### src/rtl/spi_pkg.sv
// Shared definitions for the SPI word master.
// Contents: FSM state enum, SPI mode constants, mode decode helpers and the
// nbytes port width helper.
package spi_pkg;

    typedef enum logic [2:0] {
        IDLE,
        SETUP,
        SHIFT,
        HOLD,
        GAP
    } spi_state_e;

    // {CPOL,CPHA}
    localparam int SPI_MODE_0 = 0;
    localparam int SPI_MODE_1 = 1;
    localparam int SPI_MODE_2 = 2;
    localparam int SPI_MODE_3 = 3;

    // Width of the byte-count-minus-one field; never below 1 bit.
    function automatic int nbytes_w(input int data_w);
        if (data_w / 8 > 1) return $clog2(data_w / 8);
        return 1;
    endfunction

    function automatic logic mode_cpol(input int mode);
        return mode[1];
    endfunction

    function automatic logic mode_cpha(input int mode);
        return mode[0];
    endfunction

endpackage

### src/rtl/spi_edge_gen.sv
// SPI clock generator.
// Ports:
//   clk, reset     - system clock, async active-high reset
//   en_i           - run enable from the FSM; low parks sclk at CPOL
//   sclk_o         - registered SPI clock
//   lead_edge_o    - high in the cycle whose closing clk edge makes sclk leave idle
//   trail_edge_o   - high in the cycle whose closing clk edge returns sclk to idle
// The strobes announce the edge one cycle ahead, so the FSM can update mosi
// on the same clk edge that moves sclk.
module spi_edge_gen #(
    parameter int H    = 2,
    parameter int CPOL = 0
) (
    input  logic clk,
    input  logic reset,
    input  logic en_i,
    output logic sclk_o,
    output logic lead_edge_o,
    output logic trail_edge_o
);
    localparam int   HW       = (H > 1) ? $clog2(H) : 1;
    localparam logic IDLE_LVL = CPOL[0];

    logic [HW-1:0] cnt_q;
    logic          sclk_q;
    logic          tick;

    assign tick         = en_i && (cnt_q == HW'(H - 1));
    assign lead_edge_o  = tick && (sclk_q == IDLE_LVL);
    assign trail_edge_o = tick && (sclk_q != IDLE_LVL);
    assign sclk_o       = sclk_q;

    always_ff @(posedge clk or posedge reset) begin
        if (reset) begin
            cnt_q  <= '0;
            sclk_q <= IDLE_LVL;
        end else if (!en_i) begin
            cnt_q  <= '0;
            sclk_q <= IDLE_LVL;
        end else if (tick) begin
            cnt_q  <= '0;
            sclk_q <= ~sclk_q;
        end else begin
            cnt_q  <= cnt_q + HW'(1);
        end
    end
endmodule

### src/rtl/spi_word_master.sv
// Full-duplex SPI master moving a 1..DATA_W/8-byte word in one cs_n frame.
// Ports:
//   clk, reset          - system clock, async active-high reset
//   start, nbytes, din  - transfer request; nbytes = byte count - 1
//   cs_hold             - (SPI_WORD_MASTER_CS_HOLD_EN only) keep frame open
//   dout, dout_valid    - right-justified receive word and its 1-cycle strobe
//   busy                - transfer or inter-frame gap in progress
//   cs_n, sclk, mosi    - SPI pins out; miso - SPI pin in
// Macro SPI_WORD_MASTER_CS_HOLD_EN adds the cs_hold port: a held frame ends
// in IDLE with cs_n still low and the next start skips SETUP.
module spi_word_master
    import spi_pkg::*;
#(
    parameter int DATA_W            = 32,
    parameter int SPI_MODE          = 0,
    parameter int CLKS_PER_HALF_BIT = 2
) (
    input  logic                        clk,
    input  logic                        reset,
    input  logic                        start,
`ifdef SPI_WORD_MASTER_CS_HOLD_EN
    input  logic                        cs_hold,
`endif
    input  logic [nbytes_w(DATA_W)-1:0] nbytes,
    input  logic [DATA_W-1:0]           din,
    output logic [DATA_W-1:0]           dout,
    output logic                        dout_valid,
    output logic                        busy,
    output logic                        cs_n,
    output logic                        sclk,
    output logic                        mosi,
    input  logic                        miso
);
    localparam int   H     = CLKS_PER_HALF_BIT;
    localparam int   NBW   = nbytes_w(DATA_W);
    localparam int   BW    = $clog2(DATA_W + 1);
    localparam int   EW    = $clog2(2 * DATA_W + 1);
    localparam int   CW    = $clog2(2 * H * DATA_W + 1);
    localparam int   MAXNB = DATA_W / 8 - 1;
    localparam logic CPHA  = mode_cpha(SPI_MODE);

    spi_state_e        state_q, state_d;
    logic [CW-1:0]     cyc_q, cyc_d;
    logic [BW-1:0]     nbits_q;
    logic [EW-1:0]     edges_q;
    logic [DATA_W-1:0] tx_q, rx_q, dout_q;
    logic              valid_q, valid_d, busy_q, cs_n_q, cs_n_d;
    logic              cont_q, cont_d, hold_q, load;
    logic              gen_en, lead, trail, sample_en, drive_en;

    logic [NBW-1:0]    nb_c;
    logic [BW-1:0]     nbits_new;
    logic [DATA_W-1:0] tx_new;
    logic [CW-1:0]     shift_last;

    // Out-of-range byte counts (non-power-of-two widths) saturate to DATA_W.
    always_comb begin
        nb_c = nbytes;
        if (int'(nbytes) > MAXNB) nb_c = NBW'(MAXNB);
    end
    assign nbits_new  = BW'((int'(nb_c) + 1) * 8);
    // Left-align the active bits so mosi is always the shift register MSB.
    assign tx_new     = din << (DATA_W - int'(nbits_new));
    assign shift_last = CW'(2 * H * int'(nbits_q) - 1);

    // sclk runs through SETUP so its first edge lands on the SHIFT entry edge;
    // it stops once all 2N edges are out, leaving an idle tail in SHIFT.
    assign gen_en    = ((state_q == SETUP) || (state_q == SHIFT)) &&
                       (edges_q != EW'(2 * int'(nbits_q)));
    assign sample_en = CPHA ? trail : lead;
    // With CPHA=1 the first bit is already on mosi from load time.
    assign drive_en  = CPHA ? (lead && (edges_q != '0)) : trail;

    spi_edge_gen #(.H(H), .CPOL(int'(mode_cpol(SPI_MODE)))) u_edge (
        .clk          (clk),
        .reset        (reset),
        .en_i         (gen_en),
        .sclk_o       (sclk),
        .lead_edge_o  (lead),
        .trail_edge_o (trail)
    );

`ifdef SPI_WORD_MASTER_CS_HOLD_EN
    always_ff @(posedge clk or posedge reset) begin
        if (reset)     hold_q <= 1'b0;
        else if (load) hold_q <= cs_hold;
    end
`else
    assign hold_q = 1'b0;
`endif

    always_comb begin
        state_d = state_q;
        cyc_d   = cyc_q + CW'(1);
        cont_d  = cont_q;
        valid_d = 1'b0;
        load    = 1'b0;
        case (state_q)
            IDLE: begin
                cyc_d = '0;
                if (start) begin
                    load    = 1'b1;
                    state_d = cont_q ? SHIFT : SETUP;
                end
            end
            SETUP: if (cyc_q == CW'(H - 1)) begin
                state_d = SHIFT;
                cyc_d   = '0;
            end
            SHIFT: if (cyc_q == shift_last) begin
                state_d = HOLD;
                cyc_d   = '0;
            end
            HOLD: if (cyc_q == CW'(H - 1)) begin
                valid_d = 1'b1;
                cyc_d   = '0;
                cont_d  = hold_q;
                state_d = hold_q ? IDLE : GAP;
            end
            GAP: if (cyc_q == CW'(H - 1)) begin
                state_d = IDLE;
                cyc_d   = '0;
            end
            default: state_d = IDLE;
        endcase
        cs_n_d = 1'b1;
        if ((state_d == SETUP) || (state_d == SHIFT) || (state_d == HOLD)) cs_n_d = 1'b0;
        if ((state_d == IDLE) && cont_d) cs_n_d = 1'b0;
    end

    always_ff @(posedge clk or posedge reset) begin
        if (reset) begin
            state_q <= IDLE;
            cyc_q   <= '0;
            cont_q  <= 1'b0;
            valid_q <= 1'b0;
            busy_q  <= 1'b0;
            cs_n_q  <= 1'b1;
            dout_q  <= '0;
        end else begin
            state_q <= state_d;
            cyc_q   <= cyc_d;
            cont_q  <= cont_d;
            valid_q <= valid_d;
            busy_q  <= (state_d != IDLE);
            cs_n_q  <= cs_n_d;
            if (valid_d) dout_q <= rx_q;
        end
    end

    always_ff @(posedge clk or posedge reset) begin
        if (reset) begin
            tx_q    <= '0;
            rx_q    <= '0;
            nbits_q <= BW'(8);
            edges_q <= '0;
        end else if (load) begin
            tx_q    <= tx_new;
            rx_q    <= '0;
            nbits_q <= nbits_new;
            edges_q <= '0;
        end else begin
            if (lead || trail) edges_q <= edges_q + EW'(1);
            if (sample_en)     rx_q    <= {rx_q[DATA_W-2:0], miso};
            if (drive_en)      tx_q    <= {tx_q[DATA_W-2:0], 1'b0};
        end
    end

    assign dout       = dout_q;
    assign dout_valid = valid_q;
    assign busy       = busy_q;
    assign cs_n       = cs_n_q;
    assign mosi       = tx_q[DATA_W-1];
endmodule

### config.mk
export PLATFORM = sky130hd
export DESIGN_NAME = spi_word_master
export DESIGN_NICKNAME = d
export VERILOG_FILES = /design/src/rtl/spi_pkg.sv /design/src/rtl/spi_edge_gen.sv /design/src/rtl/spi_word_master.sv
export SDC_FILE = /design/constraint.sdc
export NUM_CORES = 1
export LEC_CHECK = 0
export CAP_MARGIN = 20
export CELL_PAD_IN_SITES_DETAIL_PLACEMENT = 1
export CELL_PAD_IN_SITES_GLOBAL_PLACEMENT = 1
export CORE_MARGIN = 5
export CORE_UTILIZATION = 46
export CTS_BUF_LIST = sky130_fd_sc_hd__clkbuf_2
export DETAILED_ROUTE_END_ITERATION = 7
export GPL_ROUTABILITY_DRIVEN = 1
export PLACE_DENSITY_LB_ADDON = 0.1
export SYNTH_ARGS = -nofsm -noshare
export SYNTH_HDL_FRONTEND = slang
export SYNTH_SLANG_ARGS = --single-unit
### constraint.sdc
create_clock -name clk -period 4.9 [get_ports clk]
set_clock_uncertainty 0.05 [all_clocks]
set_input_delay 0.98 -clock clk [delete_from_list [all_inputs] [get_ports clk]]
set_output_delay 0.98 -clock clk [all_outputs]
set_load 0.02 [all_outputs]
**Word level (Yosys, flattened, before mapping)**

Cells that the tools add are included.

- Muxes and demuxes: 28
- Bitwise operators: 1
- Eq/ne operators: 11
- Add/sub/neg operators: 6
- Reduce and logical (&&, ||, !) cells: 16
- Shift operators: 1

Operators with widths:

| kind | number |
|---|---|
| 2-to-1 mux 32 bit | 4 |
| left shift 32 x 32 -> 32 bit | 1 |
| one-hot mux 8 bit (3 select lines) | 1 |
| 2-to-1 mux 8 bit | 2 |
| 2-to-1 mux 3 bit | 5 |
| one-hot mux 3 bit (5 select lines) | 1 |
| 2-to-1 mux 7 bit | 2 |
| equality test 3 x 2 -> 1 bit (second input constant) | 4 |
| 2-to-1 mux 1 bit | 12 |
| adder 8 x 1 -> 8 bit (second input constant) | 1 |
| equality test 8 x 1 -> 1 bit (second input constant) | 1 |
| equality test 8 bit | 1 |
| subtractor 8 x 1 -> 8 bit (second input constant) | 1 |
| adder 7 x 1 -> 7 bit (second input constant) | 1 |
| inequality test 7 bit | 1 |
| subtractor 6 x 6 -> 7 bit (first input constant) | 1 |
| equality test 3 x 1 -> 1 bit (second input constant) | 2 |
| logical NOT 3 bit | 2 |
| nonzero test 2 bit | 3 |
| logical AND 1 bit | 5 |
| logical OR 1 bit | 4 |
| adder 2 x 1 -> 3 bit (second input constant) | 1 |
| equality test 3 bit (second input constant) | 1 |
| nonzero test 3 bit | 1 |
| other kinds (5) | 5 |

- Input bits: 38
- Bits in registers: 123

**Depth between registers and ports, before layout**

- Depth after elaboration: 9
- Depth in mapped cells: 9

**Cells and area by module**

Synthesis repeated with hierarchy kept, for this count alone.

- Cell total of the unflattened synthesis: 570
- Area total of the unflattened synthesis: 5834.3 sq um

By module, submodules not included:

| module | sequential area each (sq um) | times used | cells an instance | area an instance (sq um) |
|---|---|---|---|---|
| spi_word_master | 3030.4 | 1 | 561 | 5741.8 |
| spi_edge_gen | 50.0 | 1 | 9 | 92.6 |

**Worst setup path after synthesis**

Ideal clock, no wire load.

- Kind: input-to-reg
- From: input port nbytes[0]
- To: register tx_q[16]
- Required time: 4725 ps
- Setup slack: 2263 ps
- Stages on the path: 8
- Arrival: 2463 ps
- Cells stage by stage: ha_1 -> clkbuf_1 -> nor2b_1 -> clkbuf_1 -> clkbuf_1 -> a221oi_2 -> nor2_1 -> mux2_2

- Word-level cells in the longest chain between the ends: 4

RTL lines:

| what | line | text |
|---|---|---|
| start: declaration | spi_word_master.sv:24 | `input logic [nbytes_w(DATA_W)-1:0] nbytes,` |
| adder 2 x 1 -> 3 bit | spi_word_master.sv:61 | `assign nbits_new = BW'((int'(nb_c) + 1) * 8);` |
| subtractor 6 x 6 -> 7 bit | spi_word_master.sv:63 | `assign tx_new = din << (DATA_W - int'(nbits_new));` |
| left shift 32 x 32 -> 32 bit | spi_word_master.sv:63 |  |
| 2-to-1 mux 32 bit | spi_word_master.sv:157 | `end else if (load) begin` |
| end signal: assignment | spi_word_master.sv:158 | `tx_q <= tx_new;` |
| end signal: assignment | spi_word_master.sv:165 | `if (drive_en) tx_q <= {tx_q[DATA_W-2:0], 1'b0};` |
| end: declaration | spi_word_master.sv:46 | `logic [DATA_W-1:0] tx_q, rx_q, dout_q;` |

Every way passes these cells.
A chain may end at the register's enable or synchronous reset.

**Worst setup path after layout**

- From: register cs_n_q, in the netlist cs_n
- To: output port cs_n

RTL lines:

| what | line | text |
|---|---|---|
| start: declaration | spi_word_master.sv:47 | `logic valid_q, valid_d, busy_q, cs_n_q, cs_n_d;` |
| start signal: assignment | spi_word_master.sv:146 | `cs_n_q <= cs_n_d;` |
| end: declaration | spi_word_master.sv:29 | `output logic cs_n,` |

No word-level cell between the ends.

==> flow_metrics.env <==
export IMPL_cts_tree="done"
export IMPL_drt_first_pass_iters=4
export IMPL_clock_sinks=123
export IMPL_drv_cap=0
export IMPL_cp_top_family="buffers and inverters"
export IMPL_worstPathRequired_ps=3870
export IMPL_wl_per_cell_um=17.1
export IMPL_slowest_stage="clkdlybuf4s50_1"
export IMPL_dpl_instance_area_um2=6790
export IMPL_dpl_hpwl_mm=9.07
export IMPL_antenna_found_initial=1
export IMPL_drc=0
export IMPL_postRouteAntennaNets=0
export IMPL_vias=4262
export IMPL_gr_usage_all_layers_pct=19.1
export IMPL_dp_cells=760
export IMPL_grt_pass1_vias=4679
export IMPL_numCtsBuffers=17
export IMPL_final_max_slew_viol_count=0
export IMPL_htree_levels=4
export IMPL_utilization_pct=55.4
export IMPL_whs_ps=467
export IMPL_coreArea_um2=12700
export IMPL_hold_viol=0
export IMPL_setup_viol=0
export IMPL_cp_arrival_ps=1800
export IMPL_ctsHoldBuffers=0
export IMPL_grt_use_met2_pct=32.3
export IMPL_holdCritPathClass="register to register"
export IMPL_yosys_warnings=0
export IMPL_die_h_um=124
export IMPL_p_int_mw=2.37
export IMPL_grt_max_degree=70
export IMPL_worstPathCellList="clkdlybuf4s50_1"
export IMPL_grt_busiest_layer="met2"
export IMPL_io_buffers=74
export IMPL_final_area_um2=7030
export IMPL_clkLatencyLatePin_ps=690
export IMPL_crit_path_max_fanout=1
export IMPL_switching_share_pct=38.9
export IMPL_dp_slack_ps=1550
export IMPL_cts_resized_gates=0
export IMPL_clkTransAtPathRegs_ps=220
export IMPL_cts_root_buffer="clkbuf_2"
export IMPL_row_count=41
export IMPL_rsz0062_at_grt="false"
export IMPL_grt_util_met1_pct=24.5
export IMPL_seqPwrFrac_pct=42.2
export IMPL_grt_pass1_wl_mm=22.9
export IMPL_final_nets=651
export IMPL_drt_iter0_drc=164
export IMPL_fmax_mhz=353
export IMPL_critPathMaxStageDelay_ps=590
export IMPL_synth_fp_nets=590
export IMPL_ioPinCount=75
export IMPL_viasPerCell=5.37
export IMPL_timing_final_ws_setup_ps=2070
export IMPL_worst_pin_slew_ps=980
export IMPL_mostFrequentLayoutCells="dfrtp_1 (121), nand2_1 (114), clkdlybuf4s50_1 (74), mux2_2 (66), nor2_1 (38)"
export IMPL_avgSynthCellArea_um2=10.9
export IMPL_yosys_cell_types_count=47
export IMPL_final_common_cell="dfrtp_1"
export IMPL_path_buf_inv=1
export IMPL_cellLeakagePower_nw=3.16
export IMPL_final_layout_size_suffix_gt1_share_pct=20.5
export IMPL_ir_drop_uv=297
export IMPL_finalCritPeriodShare_pct=57.8
export IMPL_worstSetupStartpointType="register"
export IMPL_crit_type="register to output pin"
export IMPL_fin_cells=793
export IMPL_area_delta_synth_final_pct=17.6
export IMPL_layout_min_cycle_time_ps=2830
export IMPL_initial_utilization_pct=47.2
export IMPL_endpoint_kind="output pin"
export IMPL_grt_ovfl_total=0
export IMPL_power_density_nw_per_um2=553
export IMPL_gp_congestion=0.774
export IMPL_relSlewSlack_pct=34.7
export IMPL_clockBufferDepth=2
export IMPL_pwr_share_comb_pct=41.3
export IMPL_grt_use_met3_pct=4.09
export IMPL_total_power_mw=3.89
export IMPL_cts_setup_buffers=0
export IMPL_ys_ff_latch=123
export IMPL_dieWidth_um=124
export IMPL_setup_tns_ps=0
export IMPL_status="finished clean"
export IMPL_p_sw_mw=1.51
export IMPL_clkPwrFrac_pct=16.5
export IMPL_wl_mm=13.6
export IMPL_dieArea_um2=15400
export IMPL_synth_area_um2=5980
export IMPL_synth_seq_area_share_pct=51.5
export IMPL_syn_inst=546
-- power groups by stage --
stage                     registers [mW]  clock network [mW]  logic (mW)
after CTS                           1.64               0.665        1.64
after global placement              1.64                   0        1.56
after floorplan                     1.72                   0        1.04
after global routing                1.69               0.713        1.78
after detailed placement            1.66                   0        1.63
final                               1.64               0.643        1.61
-- worst paths after layout --
| path | start | to | slack (ps) | cells past startpoint |
|---|---|---|---|---|
| max in group asynchronous | reset | dout[11] | 3290 | 3 |
| hold / removal | rx_q[8] | rx_q[9] | 470 | 2 |
| setup / recovery | cs_n | cs_n | 2070 | 1 |
| setup reg to reg | cyc_q[1] | dout[6] | 2300 | 6 |
| hold reg to reg | rx_q[8] | rx_q[9] | 470 | 2 |
| min in group asynchronous | reset | tx_q[20] | 670 | 2 |
-- logic make-up (layout without fill, tap and decap cells) --
| group | Yosys count | count (layout) | synth area share (%) |
|---|---|---|---|
| xor gates and xnor gates | 14 | 14 | 2.28 |
| muxes | 80 | 80 | 16.6 |
| adders and majority gates | 6 | 6 | 1.26 |
| other | 0 | 1 | 0 |
| and+or+nand+nor | 207 | 207 | 16.5 |
| AOI/OAI and AO/OA | 69 | 69 | 7.79 |
| buffers and inverters | 47 | 121 | 3.96 |
| DFF | 123 | 123 | 51.5 |
-- metal layers --
metal / up-vias / part of all wire (%) / wire, µm
li1: 2012 / - / -
met1: 2166 / 45 / 6080
met2: 73 / 51 / 6890
met3: 11 / 3.4 / 458
met4: 0 / 1.2 / 165
met5: - / 0 / 0
-- cell type report --
type,count,area (µm²)
Timing Repair Buffer,79,791
Sequential cell,123,3080
Clock inverter,14,146
Tap cell,172,215
Clock buffer,18,90.1
Fill cell,1393,5650
Inverter,10,40.0
Multi-Input combinational cell,376,2660
Antenna cell,1,2.50
-- cell usage after synthesis (all sizes together) --
cell type / number / area, µm²
a311oi: 2 / 17.5
a21oi: 2 / 10.0
nor4b: 1 / 23.8
nor3b: 3 / 22.5
buf: 16 / 120
o21bai: 1 / 7.51
nor4: 1 / 12.5
dfrtp: 121 / 3030
nand4: 4 / 25.0
nor2b: 4 / 25.0
clkbuf: 21 / 78.8
or4b: 1 / 13.8
o211ai: 4 / 30.0
a32o: 1 / 10.0
nand2: 114 / 428
o21a: 1 / 15.0
ha: 6 / 75.1
nand2b: 2 / 12.5
mux2: 71 / 803
nor3: 2 / 10.0
o21ai: 35 / 175
nand3b: 16 / 120
mux2i: 1 / 10.0
and2: 2 / 12.5
a31oi: 9 / 56.3
nand4b: 1 / 23.8
o31ai: 4 / 30.0
or2: 1 / 6.26
dfstp: 2 / 52.6
xor2: 6 / 52.6
inv: 10 / 37.5
and3b: 2 / 17.5
and4: 3 / 26.3
mux4: 8 / 180
a221oi: 9 / 97.6
nand3: 11 / 60.1
xnor3: 1 / 22.5
xnor2: 7 / 61.3
nor2: 39 / 149
o32ai: 1 / 16.3
-- flip-flops by register name, summed over array words and instances, names as in the netlist --
signal / cells
nbits_q: 3
cont_q: 1
edges_q: 7
rx_q: 32
state_q: 3
u_edge.sclk_o: 1
tx_q: 32
u_edge.cnt_q: 1
cyc_q: 8
dout_valid: 1
dout: 32
busy: 1
cs_n: 1
Note: power is estimated with default switching activity, not from simulation.
